**src/rtl/adpcm_codec.sv**
```systemverilog
// IMA/DVI ADPCM codec with one shared predictor core; sel_rx picks encode or decode.
// One sample per req toggle. ack pulses once the predictor has been updated.
module adpcm_codec (
  input  logic               clk,
  input  logic               rstn,
  input  logic               enable,
  input  logic               sel_rx,
  input  logic signed [15:0] rx_pcm,
  input  logic        [3:0]  rx_adpcm,
  output logic        [3:0]  tx_adpcm,
  output logic signed [15:0] tx_pcm,
  input  logic               req,
  output logic               ack
);

  localparam int DATA_W = 16;

  localparam int STEP_TBL [0:88] = '{
    7, 8, 9, 10, 11, 12, 13, 14, 16, 17,
    19, 21, 23, 25, 28, 31, 34, 37, 41, 45,
    50, 55, 60, 66, 73, 80, 88, 97, 107, 118,
    130, 143, 157, 173, 190, 209, 230, 253, 279, 307,
    337, 371, 408, 449, 494, 544, 598, 658, 724, 796,
    876, 963, 1060, 1166, 1282, 1411, 1552, 1707, 1878, 2066,
    2272, 2499, 2749, 3024, 3327, 3660, 4026, 4428, 4871, 5358,
    5894, 6484, 7132, 7845, 8630, 9493, 10442, 11487, 12635, 13899,
    15289, 16818, 18500, 20350, 22385, 24623, 27086, 29794, 32767
  };

  typedef enum logic [1:0] {IDLE, CALC, UPD, ACK} state_t;

  function automatic logic [14:0] step_lut(input logic [6:0] i);
    if (i > 7'd88) step_lut = 15'd32767;
    else           step_lut = 15'(STEP_TBL[i]);
  endfunction

  function automatic logic signed [4:0] idx_adj(input logic [2:0] m);
    case (m)
      3'd4:    idx_adj = 5'sd2;
      3'd5:    idx_adj = 5'sd4;
      3'd6:    idx_adj = 5'sd6;
      3'd7:    idx_adj = 5'sd8;
      default: idx_adj = -5'sd1;
    endcase
  endfunction

  function automatic logic [6:0] clamp_idx_f(input logic signed [7:0] v);
    if (v < 8'sd0)       clamp_idx_f = 7'd0;
    else if (v > 8'sd88) clamp_idx_f = 7'd88;
    else                 clamp_idx_f = v[6:0];
  endfunction

  function automatic logic signed [DATA_W-1:0] sat16(input logic signed [17:0] v);
    if (v > 18'sd32767)       sat16 = 16'sh7fff;
    else if (v < -18'sd32768) sat16 = 16'sh8000;
    else                      sat16 = v[DATA_W-1:0];
  endfunction

  // Reconstruction value from step and magnitude; shared by both directions.
  function automatic logic [15:0] vp_calc(input logic [14:0] st, input logic [2:0] m);
    logic [15:0] s16;
    s16     = {1'b0, st};
    vp_calc = s16 >> 3;
    if (m[2]) vp_calc = vp_calc + s16;
    if (m[1]) vp_calc = vp_calc + (s16 >> 1);
    if (m[0]) vp_calc = vp_calc + (s16 >> 2);
  endfunction

  state_t                    state;
  logic                      req_q;
  logic                      toggle;
  logic signed [DATA_W-1:0]  predict;
  logic        [6:0]         idx;
  logic        [14:0]        step;
  logic        [3:0]         delta;
  logic        [15:0]        sigma;
  logic signed [16:0]        diff_s;
  logic        [16:0]        diff;
  logic        [16:0]        rem;
  logic        [16:0]        s17;
  logic        [2:0]         enc_mag;
  logic        [3:0]         nib_in;
  logic        [15:0]        vp_in;
  logic signed [4:0]         adj;
  logic signed [7:0]         idx_sum;
  logic        [6:0]         clamp_idx;
  logic        [14:0]        nst_step;
  logic signed [17:0]        upd_sum;
  logic signed [DATA_W-1:0]  pred_next;

  assign toggle = req ^ req_q;

  // req_q follows req on every clock, including reset and disable, so no stale toggle survives.
  always_ff @(posedge clk) req_q <= req;

  always_comb begin
    diff_s  = {rx_pcm[15], rx_pcm} - {predict[15], predict};
    diff    = diff_s[16] ? 17'(-diff_s) : 17'(diff_s);
    s17     = {2'b00, step};
    rem     = diff;
    enc_mag = 3'b000;
    if (rem >= s17) begin
      enc_mag[2] = 1'b1;
      rem        = rem - s17;
    end
    if (rem >= (s17 >> 1)) begin
      enc_mag[1] = 1'b1;
      rem        = rem - (s17 >> 1);
    end
    if (rem >= (s17 >> 2)) enc_mag[0] = 1'b1;
    nib_in = sel_rx ? rx_adpcm : {diff_s[16], enc_mag};
    vp_in  = vp_calc(step, nib_in[2:0]);
  end

  always_comb begin
    adj       = idx_adj(delta[2:0]);
    idx_sum   = $signed({1'b0, idx}) + $signed({{3{adj[4]}}, adj});
    clamp_idx = clamp_idx_f(idx_sum);
    nst_step  = step_lut(clamp_idx);
    upd_sum   = delta[3] ? $signed({{2{predict[15]}}, predict}) - $signed({2'b00, sigma})
                         : $signed({{2{predict[15]}}, predict}) + $signed({2'b00, sigma});
    pred_next = sat16(upd_sum);
  end

  // CALC -> UPD boundary: nibble and reconstruction value captured for the update.
  always_ff @(posedge clk) begin
    if (state == CALC) begin
      delta <= nib_in;
      sigma <= vp_in;
    end
  end

  // UPD -> ACK boundary: predictor, index and outputs commit together.
  always_ff @(posedge clk or negedge rstn) begin
    if (!rstn) begin
      state    <= IDLE;
      ack      <= 1'b0;
      predict  <= '0;
      idx      <= '0;
      step     <= 15'd7;
      tx_adpcm <= '0;
      tx_pcm   <= '0;
    end else if (!enable) begin
      state   <= IDLE;
      ack     <= 1'b0;
      predict <= '0;
      idx     <= '0;
      step    <= 15'd7;
    end else begin
      ack <= 1'b0;
      case (state)
        IDLE: if (toggle) state <= CALC;
        CALC: state <= UPD;
        UPD: begin
          predict  <= pred_next;
          tx_pcm   <= pred_next;
          idx      <= clamp_idx;
          step     <= nst_step;
          tx_adpcm <= delta;
          state    <= ACK;
        end
        ACK: begin
          ack   <= 1'b1;
          state <= IDLE;
        end
        default: state <= IDLE;
      endcase
    end
  end

endmodule

```
**config.mk**
```make
export PLATFORM = sky130hd
export DESIGN_NAME = adpcm_codec
export DESIGN_NICKNAME = d
export VERILOG_FILES = /design/src/rtl/adpcm_codec.sv
export SDC_FILE = /design/constraint.sdc
export NUM_CORES = 1
export LEC_CHECK = 0
export CORE_MARGIN = 1
export CORE_UTILIZATION = 45
export CTS_BUF_LIST = sky130_fd_sc_hd__clkbuf_2 sky130_fd_sc_hd__clkbuf_4 sky130_fd_sc_hd__clkbuf_8
export DETAILED_ROUTE_END_ITERATION = 16
export GPL_TIMING_DRIVEN = 0
export RECOVER_POWER = 50
export SETUP_SLACK_MARGIN = 0.2
export SLEW_MARGIN = 10
export SYNTH_ARGS = -nofsm -noshare
export SYNTH_HDL_FRONTEND = slang
export SYNTH_SLANG_ARGS = --single-unit
```
**constraint.sdc**
```tcl
create_clock -name clk -period 27 [get_ports clk]
set_input_delay 5.4 -clock clk [delete_from_list [all_inputs] [get_ports clk]]
set_output_delay 5.4 -clock clk [all_outputs]
set_load 0.01 [all_outputs]
```
==> results by group <==
Global routing
  • Total global routing track utilization: 28.22%
  • Vias in the first global route: 10720
  • First-pass GRT wire length: 58100 um
  • Initial antenna violation count: 0
  • Grt ovf: 0
  • Largest net degree at the start of global routing: 62

Timing
  • Clock skew: 16.88 ps
  • Fin Setup TNS: 0 ps
  • RSZ-0062 raised after global routing: no
  • Hold WS: 489.7 ps
  • Max Freq: 58.00 MHz
  • Period utilization: 63.86%
  • Min cycle time layout: 17240 ps
  • Normalized max-slew margin: -122.6%
  • Setup violators final: 0
  • Final Hold Viols: 0
  • Max-slew violations: 62
  • Worst-Margin Slew: 3339 ps

Min path
  • Worst hold stages: 2
  • WHS Endpoint: tx_pcm[14]
  • Worst hold start: tx_pcm[14]
  • Min-delay worst type: reg2reg

Drt
  • Total wire length: 36350 um
  • Starting DRT DRC Count: 1255
  • Routed len/inst: 19.47 um
  • Post-route ant nets: 0
  • First drt pass iteration count: 5
  • Vias post-DR: 11330
  • DR vias/cell: 6.068
  • # DRC: 0

Synthesis
  • #FFs+latches synth: 82
  • Top_reg_cell synth: dfrtp_1
  • Synth cell types: 93
  • Syn_nets: 1654
  • Yosys top cell area share: 15.20%
  • Synth Area in Compound Gates: 28.57%
  • Cells after Synth: 1482
  • Fraction of registers with async set/reset: 74.39%
  • Xor-xnor portion of the synthesized cell area: 9.264%
  • Top cells by count, synth: nand2_1 (179), ha_1 (139), o21ai_0 (129)
  • Synth Area in Adders: 16.60%
  • Synth Area in Simple Gates: 19.16%
  • Sequential element share of the synthesized area: 18.80%
  • Mapped Area: 0.01144 sq mm
  • Post-synthesis mux area share: 2.877%
  • Post-synth EDFFs: 20
  • Synth top area cells: ha_1 (15%), dfrtp_1 (13%), xnor2_1 (6.4%)
  • Synth warnings: 0
  • Main combinational cell family by area after synthesis: compound AO/OA/AOI/OAI gates
  • Cell with the most instances after synthesis: nand2_1
  • Avg Inst Size Synth: 7.719 sq um
  • Yosys top cell by area: ha_1

Run status
  • Failing checks: max-capacitance violations, max-slew violations
  • Status: finished, violations left

Worst setup path
  • Top delay family on crit path: compound AO/OA/AOI/OAI gates
  • FF-to-FF path depth: 50
  • Crit path capture type: register
  • Crit path DAT: 17350 ps
  • Reg2Reg Launch Point: predict[0]
  • Crit Path Class: in2reg
  • CP max-delay cell: o221ai_1
  • Slowest stage delay, CP: 640 ps
  • Critical R2R Capture: sigma[10]
  • Reg-to-reg slack, setup: 14920 ps
  • Data required time of the critical path: 27110 ps
  • Crit path buf inv count: 8
  • Crit-path max FO: 10
  • Critical Path Start Type: primary input

Clocking
  • CTS tree: done
  • H-tree depth: 3
  • Clk slew on worst S/H paths: 100 ps
  • Post-CTS Setup Inserts: 0
  • Num CTS Buffers: 9
  • Post-CTS sizing: 0
  • Hold_buf cts: 0
  • Clock Tree Root: clkbuf_8
  • CTS Buffer Depth: 2
  • Num Clock Sinks: 82
  • Insertion delay to the later sink of the worst-skew pair: 370 ps

Floorplanning
  • Die X: 161.4 um
  • Die Span Y: 161.4 um
  • Core footprint: 0.02460 sq mm
  • Die ar.: 0.02606 sq mm
  • Site row count: 57
  • Initial Util: 46.49%
  • IO Count: 46

Placed design
  • Port Buffers: 45
  • Gpl congestion: 0.9998
  • Hpwl dp: 28910 um
  • DP Area: 0.01229 sq mm

Cells and area
  • Final instance area: 0.01247 sq mm
  • Share of cells above drive strength 1: 4.666%
  • Post-layout nets: 1710
  • Diodes inserted: 0
  • Fill cells: 2480
  • Synthesis-to-finish area growth: 8.990%

Job
  • Maxcap violations: 1
## state kept, by name, indices dropped and copies added (netlist names)
register,flops
req_q,1
state,2
step,15
delta,4
tx_adpcm,4
tx_pcm,16
sigma,16
predict,16
ack,1
idx,7
## layout make-up
type	count	area, sq um	share of cell area [%]
Buffer	54	225.2	1.806
Clock buffer	9	123.9	0.9935
Clock inverter	7	55.05	0.4415
Inverter	84	315.3	2.529
Multi-Input combinational cell	1262	8748	70.17
Sequential cell	82	2151	17.25
Tap cell	324	405.4	3.251
Timing Repair Buffer	45	444.2	3.562
## how the worst max path moves through the flow
stage / startpoint / to / slack (ps) / cells past startpoint
detailed placement: rx_pcm[0] / sigma[10] / 9570 / 52
global placement: rx_pcm[0] / sigma[10] / 9550 / 52
CTS: rx_pcm[0] / sigma[10] / 9880 / 52
finish: rx_pcm[0] / sigma[10] / 9760 / 52
floorplan: rx_pcm[0] / sigma[10] / 12160 / 52
global route: rx_pcm[0] / sigma[10] / 8910 / 52
## per-layer routing
metal	routed length, um	vias to the layer above	GRT usage [%]
met5	0	-	0
met4	806	0	6.304
met3	2186	72	3.724
met2	15980	399	45.18
met1	17380	5305	40.15
li1	-	5553	-
## cell usage in the layout (no fill, tap or decap), types with 40 or more instances in the layout
master      n
nor3_1     40
a21oi_1   117
o21ai_0   129
dfrtp_1    58
nand2_1   179
clkbuf_1   42
ha_1      139
inv_1      82
xnor2_1    84
nor2_1    110
## cell families (layout without fill, tap and decap cells)
| group | count (synthesis) | count (layout) |
|---|---|---|
| simple gates | 472 | 472 |
| fa+ha+maj | 147 | 147 |
| compound gates | 493 | 493 |
| buf+inv | 138 | 199 |
| flops | 82 | 82 |
| mux | 29 | 29 |
| xor+xnor | 121 | 121 |
## stage by stage
step	std cells	utilization, %	setup slack, ps
after floorplan	1482	-	12160
after global placement	1851	49.97	9547
after detailed placement	1851	49.96	9567
after CTS	1867	50.69	9877
after global routing	1867	50.67	8907
final	1867	50.67	9757
## tightest hold or removal path, cell delays in order (launching register included)
cell	delay, ps
dfrtp_1	360
nand2_1	50
nand2_1	50
Power is not shown: default switching activity piles up to over one toggle a cycle in this logic, so the estimate is an artifact.
